--- config.mk ---
export PLATFORM = sky130hd
export DESIGN_NAME = fifo_flagged
export DESIGN_NICKNAME = d
export VERILOG_FILES = /design/src/rtl/fifo_flagged.sv
export SDC_FILE = /design/constraint.sdc
export NUM_CORES = 1
export LEC_CHECK = 0
export ABC_AREA = 1
export CORE_MARGIN = 2
export CORE_UTILIZATION = 45
export DETAILED_ROUTE_END_ITERATION = 8
export GPL_ROUTABILITY_DRIVEN = 0
export PLACE_DENSITY_LB_ADDON = 0.1
export REMOVE_ABC_BUFFERS = 1
export SYNTH_ARGS = -nofsm -noshare
export SYNTH_HDL_FRONTEND = slang
export SYNTH_SLANG_ARGS = --single-unit
--- constraint.sdc ---
create_clock -name clk -period 2.6 [get_ports clk]
set_clock_uncertainty 0.2 [all_clocks]
set_input_delay 0.39 -clock clk [delete_from_list [all_inputs] [get_ports clk]]
set_output_delay 0.39 -clock clk [all_outputs]
set_load 0.005 [all_outputs]
--- src/rtl/fifo_flagged.sv ---
// fifo_flagged: single-clock FIFO with any depth >= 2, an occupancy count,
// almost-full/almost-empty thresholds and either a registered read or a
// first-word-fall-through read.
// Build option: define FIFO_ERR_FLAGS_EN to get sticky overflow/underflow
// flags cleared by clr_err. Without it, both flags read 0 and clr_err is ignored.
module fifo_flagged #(
  parameter int WIDTH               = 8,
  parameter int DEPTH               = 16,
  parameter int ALMOST_FULL_THRESH  = DEPTH - 2,
  parameter int ALMOST_EMPTY_THRESH = 2,
  parameter int FWFT                = 0
) (
  input  logic                       clk,
  input  logic                       rst_n,
  input  logic                       wr_en,
  input  logic [WIDTH-1:0]           wr_data,
  output logic                       full,
  output logic                       almost_full,
  input  logic                       rd_en,
  output logic [WIDTH-1:0]           rd_data,
  output logic                       empty,
  output logic                       almost_empty,
  output logic [$clog2(DEPTH+1)-1:0] count,
  input  logic                       clr_err,
  output logic                       overflow,
  output logic                       underflow
);

  localparam int PW = (DEPTH > 1) ? $clog2(DEPTH) : 1;
  localparam int CW = $clog2(DEPTH + 1);
  localparam logic [PW-1:0] LAST = PW'(DEPTH - 1);

  // Reject configurations the flag decode cannot represent.
  generate
    if (WIDTH < 1) begin : g_bad_width
      $fatal(1, "fifo_flagged: WIDTH must be >= 1");
    end
    if (DEPTH < 2) begin : g_bad_depth
      $fatal(1, "fifo_flagged: DEPTH must be >= 2");
    end
    if (ALMOST_FULL_THRESH < 1 || ALMOST_FULL_THRESH > DEPTH) begin : g_bad_af
      $fatal(1, "fifo_flagged: ALMOST_FULL_THRESH out of range 1..DEPTH");
    end
    if (ALMOST_EMPTY_THRESH < 0 || ALMOST_EMPTY_THRESH > DEPTH - 1) begin : g_bad_ae
      $fatal(1, "fifo_flagged: ALMOST_EMPTY_THRESH out of range 0..DEPTH-1");
    end
    if (FWFT != 0 && FWFT != 1) begin : g_bad_fwft
      $fatal(1, "fifo_flagged: FWFT must be 0 or 1");
    end
  endgenerate

  logic [WIDTH-1:0] mem [DEPTH];
  logic [PW-1:0]    wr_ptr, rd_ptr;
  logic             valid_wr, valid_rd;

  // Pointers wrap by explicit compare so DEPTH need not be a power of 2.
  function automatic logic [PW-1:0] ptr_inc(input logic [PW-1:0] p);
    return (p == LAST) ? '0 : p + PW'(1);
  endfunction

  // Requests are qualified against the registered flags. A write while full
  // is dropped even if a read frees a slot on the same edge.
  assign valid_wr = wr_en && !full;
  assign valid_rd = rd_en && !empty;

  // Status flags decode straight from the registered count.
  assign full         = (count == CW'(DEPTH));
  assign empty        = (count == '0);
  assign almost_full  = (count >= CW'(ALMOST_FULL_THRESH));
  assign almost_empty = (count <= CW'(ALMOST_EMPTY_THRESH));

  // Storage write. No reset: contents are only visible through valid pointers.
  always_ff @(posedge clk) begin
    if (valid_wr) mem[wr_ptr] <= wr_data;
  end

  // Pointer and occupancy tracking.
  always_ff @(posedge clk or negedge rst_n) begin
    if (!rst_n) begin
      wr_ptr <= '0;
      rd_ptr <= '0;
      count  <= '0;
    end else begin
      if (valid_wr) wr_ptr <= ptr_inc(wr_ptr);
      if (valid_rd) rd_ptr <= ptr_inc(rd_ptr);
      case ({valid_wr, valid_rd})
        2'b10:   count <= count + CW'(1);
        2'b01:   count <= count - CW'(1);
        default: count <= count;
      endcase
    end
  end

  generate
    if (FWFT != 0) begin : g_fwft
      // Head entry is shown directly; forced to 0 while empty so the output
      // is defined out of reset. A new write only becomes visible after its
      // edge, so there is no same-cycle path from wr_data.
      assign rd_data = empty ? '0 : mem[rd_ptr];
    end else begin : g_std
      logic [WIDTH-1:0] rd_q;
      // Registered read: capture the head on a valid pop, otherwise hold.
      always_ff @(posedge clk or negedge rst_n) begin
        if (!rst_n)        rd_q <= '0;
        else if (valid_rd) rd_q <= mem[rd_ptr];
      end
      assign rd_data = rd_q;
    end
  endgenerate

`ifdef FIFO_ERR_FLAGS_EN
  // Sticky error flags: a new error on the same edge as clr_err keeps the flag set.
  always_ff @(posedge clk or negedge rst_n) begin
    if (!rst_n) begin
      overflow  <= 1'b0;
      underflow <= 1'b0;
    end else begin
      if (wr_en && full)  overflow <= 1'b1;
      else if (clr_err)   overflow <= 1'b0;
      if (rd_en && empty) underflow <= 1'b1;
      else if (clr_err)   underflow <= 1'b0;
    end
  end
`else
  logic unused_clr;
  assign unused_clr = clr_err;
  assign overflow   = 1'b0;
  assign underflow  = 1'b0;
`endif

endmodule

; Word-level counts from Yosys, hierarchy flattened
; Memory sizes are Yosys's and may differ from the RTL's. A register that Yosys moved wholly into a read port is not among the register bits.
; Cells that the tools add are included.
[word_totals]
out_inout_bits = 19
wordCells = 27
memories = 1
mem_bits_rw = 128
register_bits = 13
input_bits = 13
[classes]
magnitude_cmp = 2
muxes = 5
reduce_logical = 7
addsub = 4
eq_ne = 5
[memory_table]
columns = memory, words, width, read_ports, rd_ports_with_merged_regs, wr, line_no
row1 = mem, 16, 8, 1, 1, 1, 52  ; logic [WIDTH-1:0] mem [DEPTH];
[op_table]
columns = operator, n
row1 = $pmux 5 s2, 1
row2 = $add 4x1->4 const B, 2
row3 = $eq 4x4->1 const B, 2
row4 = $mux 4, 2
row5 = $add 5x1->5 const B, 1
row6 = $eq 5x5->1 const B, 1
row7 = $ge 5x4->1 const B, 1
row8 = $le 5x2->1 const B, 1
row9 = $logic_not 5->1, 1
row10 = $sub 5x1->5 const B, 1
row11 = $logic_not 1->1, 3
row12 = $eq 2x1->1 const B, 1
row13 = $eq 2x2->1 const B, 1
row14 = $logic_and 1x1->1, 2
row15 = $mux 1, 2
row16 = $reduce_bool 2->1, 1

; Longest topological paths before layout
[logic_depth]
depth_word = 5
ltp_mapped = 15
ltp_nobuf = 14

; Worst setup path after synthesis
; OpenSTA, ideal clock, no wires.
[synth_timing]
kind = register to register
startpoint = reg count[0]
endpoint = reg count[4]
n_path_buf = 1
required_ns = 2.284
stages_incl_launch_ff = 16
path_slack_ns = 0.252
setup_ns = 0.116
period_less_slack_ns = 2.348
t_arrival_ns = 2.032
path_cell_list = dfrtp_1 -> inv_2 -> nand4_1 -> nand2_1 -> inv_2 -> buf_2 -> ha_1 -> inv_1 -> fa_1 -> inv_1 -> nand2_1 -> nand2_1 -> a21oi_1 -> xor2_1 -> nand2_1 -> nand2_1
[synth_via]
elab_chain_len = 5
word_cells_on_any_way = 12
cone_classes = add/sub (2) / eq/ne (3) / mux (1) / reduce/logical (6)
[synth_rtl]
columns = element, line_no
row1 = "start, declared", 23  ; output logic [$clog2(DEPTH+1)-1:0] count,
row2 = "start signal, assigned", 87  ; 2'b10: count <= count + CW'(1);
row3 = "start signal, assigned", 88  ; 2'b01: count <= count - CW'(1);
row4 = "start signal, assigned", 89  ; default: count <= count;
row5 = $logic_not 5->1 *, 68  ; assign empty = (count == '0);
row6 = $logic_not 1->1 *, 64  ; assign valid_rd = rd_en && !empty;
row7 = $logic_and 1x1->1 *, 64
row8 = net valid_rd, 54  ; logic valid_wr, valid_rd;
row9 = $eq 2x1->1 / $eq 2x2->1 (equally long branches), 86  ; case ({valid_wr, valid_rd})
row10 = $pmux 5 s2 / $reduce_bool 2->1 (equally long branches), -
; Mark *: on every way through the listed nets, which the timed path passes. The rest lies on a longest branch.
; A chain may end at the register's enable or synchronous reset.

; Final worst setup path
[layout_timing]
startpoint = reg count[3]
endpoint = reg count[4]
[layout_via]
elab_chain_len = 5
word_cells_on_any_way = 12
cone_classes = add/sub (2) / eq/ne (3) / mux (1) / reduce/logical (6)
[layout_rtl]
columns = element, line_no
row1 = $eq 5x5->1 / $logic_not 5->1 (equally long branches), "67, 68"
row2 = "$logic_not 1->1, on equally long branches", "63, 64"
row3 = "$logic_and 1x1->1, on equally long branches", "63, 64"
row4 = $eq 2x1->1 / $eq 2x2->1 (equally long branches), 86
row5 = $pmux 5 s2 / $reduce_bool 2->1 (equally long branches), -
; Parallel ways exist; a longest one is shown, timed or not.

==> results.tsv <==
stage	metric	value	unit
power_and_ir_drop	Max VDD drop	517.0	uV
synth	synth warn	0	
synth	Post-Synthesis Cell Area	6679	um^2
global_routing	total gr overflow	0	
synth	flops & latches, synth	149	
route	Pre-Repair DR Iteration Count	5	
layout	Ant. Diodes	0	
sta	period utilization	0.9066	
clock_tree	clock buffer depth	2	
power_and_ir_drop	Power, Total	0.008327	W
clock_tree	CTS sink cnt	149	
synth	Synth cell types	23	
clock_tree	TritonCTS Buffers	17	
global_routing	largest net degree at the start of global routing	67	
setup_path	CP cell instances	nor2_1, nand4_1, nand2_2, ha_1, inv_1, fa_1, inv_1, nand2_1, nand2_1, a21oi_1, xor2_1, nand2_1, nand2_1	
floorplan	site row count	44	
sta	Worst-Margin Slew	0.7283	ns
placed_design	placed cells	882	
setup_path	WP data arrival	2.47	ns
setup_path	slowest stage cell on the critical path	dfrtp_1	
route	drt via density	4.935	
hold_path	HP Class	in2async	
sta	WHS	0.09241	ns
floorplan	Core Box Area	14530	um^2
global_routing	All-Layer GR Usage	0.1986	
route	Via Count	4511	
route	average routed wire per standard cell	16.08	um
layout	Non-Filler Instances	914	
clock_tree	Root Driver	clkbuf_16	
layout	area grow syn2layout	16.65	%
route	DRC violations left	0	
flow_run	Max-Cap Viols	0	
synth	Post-Synthesis Cells	671	
sta	fmax	424.2	MHz
setup_path	Max Fanout on Critical Path	5	
power_and_ir_drop	Power Density	1069	nW/um^2
route	wirelength, routed	14700	um
floorplan	Die H	125.8	um
synth	ys flop type	edfxtp_1	
placed_design	Port-buffer cells	28	
layout	Final Net Count	740	
outcome	outcome	finished, final reports clean	
global_routing	vias in the first global route	4401	
power_and_ir_drop	Leakage Power	3.414	nW
sta	# setup viols final	0	
floorplan	Die ar.	15830	um^2
synth	Post-synth ARST share	0.1409	
synth	Post-synth EDFFs	128	
layout	number of fillers in the final layout	1303	
setup_path	critical path class	reg2reg	
sta	min cycle time layout	2.357	ns
clock_tree	post-CTS setup repair buffer count	0	
layout	Reg area	4370	um^2
floorplan	Initial Util	0.4595	
clock_tree	CTS hold repair buffers	0	
synth	average cell area after synthesis	9.954	um^2
setup_path	critical path required time	2.71	ns
setup_path	Setup crit start kind	register	
clock_tree	post-CTS sizing	0	
layout	Multi-input gate area	1689	um^2
placed_design	dpl hpwl	8966	um
route	ANT nets after route	0	
clock_tree	Reg clk slew, reported paths	0.05	ns
setup_path	Crit path top cell by count	nand2_1	
layout	Final Util	0.5361	
layout	share of cells above drive strength 1	0.08493	
global_routing	antenna violations before repair	0	
floorplan	IO Pins	32	
setup_path	max incr delay on CP	0.41	ns
placed_design	cell area after placement	7221	um^2
sta	RSZ-0062 raised after global routing	false	
clock_tree	H-tree lvl count	4	
layout	final instance area	7791	um^2
clock_tree	CTS tree	built	
route	Iter 0 DRT Violations	498	
clock_tree	worst-skew pair later-pin latency	0.42	ns
sta	Slew headroom	0.5145	
synth	Seq/Total Area, Yosys	0.6542	
global_routing	first-pass GRT wire length	23370	um
sta	Final Hold Viols	0	
setup_path	critical path capture point type	register	
sta	Slew Viols, Final	0	
floorplan	Die X-Extent	125.8	um
power by group:
part,internal [W],switching [W],total (W)
Clock,0.00146,0.000879,0.00234
Sequential,0.00296,0.000193,0.00316
Combinational,0.00101,0.00182,0.00283
Total,0.00543,0.00289,0.00833
flip-flops by register name (all words and copies together) (netlist names):
signal,cells
count,5
mem,128
rd_data,8
rd_ptr,4
wr_ptr,4
cell usage in the layout (no fill, tap or decap), types with 2 or more instances in the layout:
| cell type | Yosys | routed |
|---|---|---|
| nand4_1 | 2 | 2 |
| clkbuf_1 | 2 | 5 |
| inv_2 | 8 | 8 |
| clkinv_2 | 0 | 2 |
| conb_1 | 1 | 2 |
| edfxtp_1 | 128 | 128 |
| inv_1 | 110 | 110 |
| dfrtp_1 | 21 | 20 |
| o21ai_1 | 6 | 6 |
| clkbuf_16 | 0 | 17 |
| ha_1 | 9 | 9 |
| nand3_1 | 96 | 96 |
| o21ai_0 | 2 | 2 |
| xnor2_1 | 3 | 3 |
| a21oi_1 | 4 | 4 |
| buf_4 | 10 | 25 |
| xor2_1 | 3 | 3 |
| nor2_1 | 61 | 61 |
| clkdlybuf4s50_1 | 0 | 28 |
| nand2_1 | 185 | 185 |
| clkbuf_8 | 0 | 6 |
cell usage after synthesis, types with 2 or more instances:
cell / n / area, um^2
a21oi_1: 4 / 20.02
o21ai_0: 2 / 10.01
ha_1: 9 / 112.6
dfrtp_1: 21 / 525.5
nand4_1: 2 / 12.51
buf_2: 13 / 65.06
nand2_1: 185 / 694.4
clkbuf_1: 2 / 7.510
nand3_1: 96 / 480.5
inv_2: 8 / 30.03
nor2_1: 61 / 229.0
edfxtp_1: 128 / 3844
buf_4: 10 / 75.07
xor2_1: 3 / 26.28
inv_1: 110 / 412.9
xnor2_1: 3 / 26.28
buf_6: 3 / 33.78
o21ai_1: 6 / 30.03
cells by family after synthesis:
family                     Yosys count  synth area share
DFF                                149            0.6542
buffers and inverters              146           0.09348
and+or+nand+nor                    345            0.2130
adders and majority gates           10           0.01986
AOI/OAI and AO/OA                   14           0.01105
other                                1         0.0005615
xor gates and xnor gates             6          0.007870
metal layers:
metal / wire, um / global-route usage
met1: 6483 / 0.2453
met2: 7308 / 0.3339
met3: 554 / 0.04885
met4: 354 / 0.08662
met5: 0 / 0
worst paths after layout:
check / start / end / slack [ns] / depth (start not counted)
worst min register to register: rd_data[0]$_DFFE_PN0P_ / rd_data[0]$_DFFE_PN0P_ / 0.31 / 2
worst max-delay path: count[3]$_DFFE_PN0P_ / count[4]$_DFFE_PN0P_ / 0.24 / 13
worst min-delay path: rst_n / rd_data[0]$_DFFE_PN0P_ / 0.09 / 1
max in group asynchronous: rst_n / wr_ptr[2]$_DFFE_PN0P_ / 1.53 / 2
min in group clk: rd_data[0]$_DFFE_PN0P_ / rd_data[0]$_DFFE_PN0P_ / 0.31 / 2
worst max register to register: count[3]$_DFFE_PN0P_ / count[4]$_DFFE_PN0P_ / 0.24 / 13
worst max-delay path, delay by kind of cell (launching register included):
| family | cells | cell delay, ns |
|---|---|---|
| AOI/OAI and AO/OA | 1 | 0.07 |
| xor gates and xnor gates | 1 | 0.14 |
| adders and majority gates | 2 | 0.56 |
| buffers and inverters | 2 | 0.15 |
| DFF | 1 | 0.41 |
| and+or+nand+nor | 7 | 0.73 |
per-stage QoR:
stage	setup TNS (ns)	setup WS, ns
6_report	0	0.2428
5_1_grt	0	0.04095
4_1_cts	0	0.2288
3_5_place_dp	0	0.1650
3_3_place_gp	0	0.2005
2_1_floorplan	-1.873	-0.2341
final cells by class:
type,count,area share
Sequential cell,149,0.5609
Inverter,118,0.05685
Clock buffer,28,0.06761
Clock inverter,4,0.005621
Timing Repair Buffer,54,0.06263
Tap cell,184,0.02955
Multi-Input combinational cell,377,0.2168
Power figures use the tool's default switching activity.
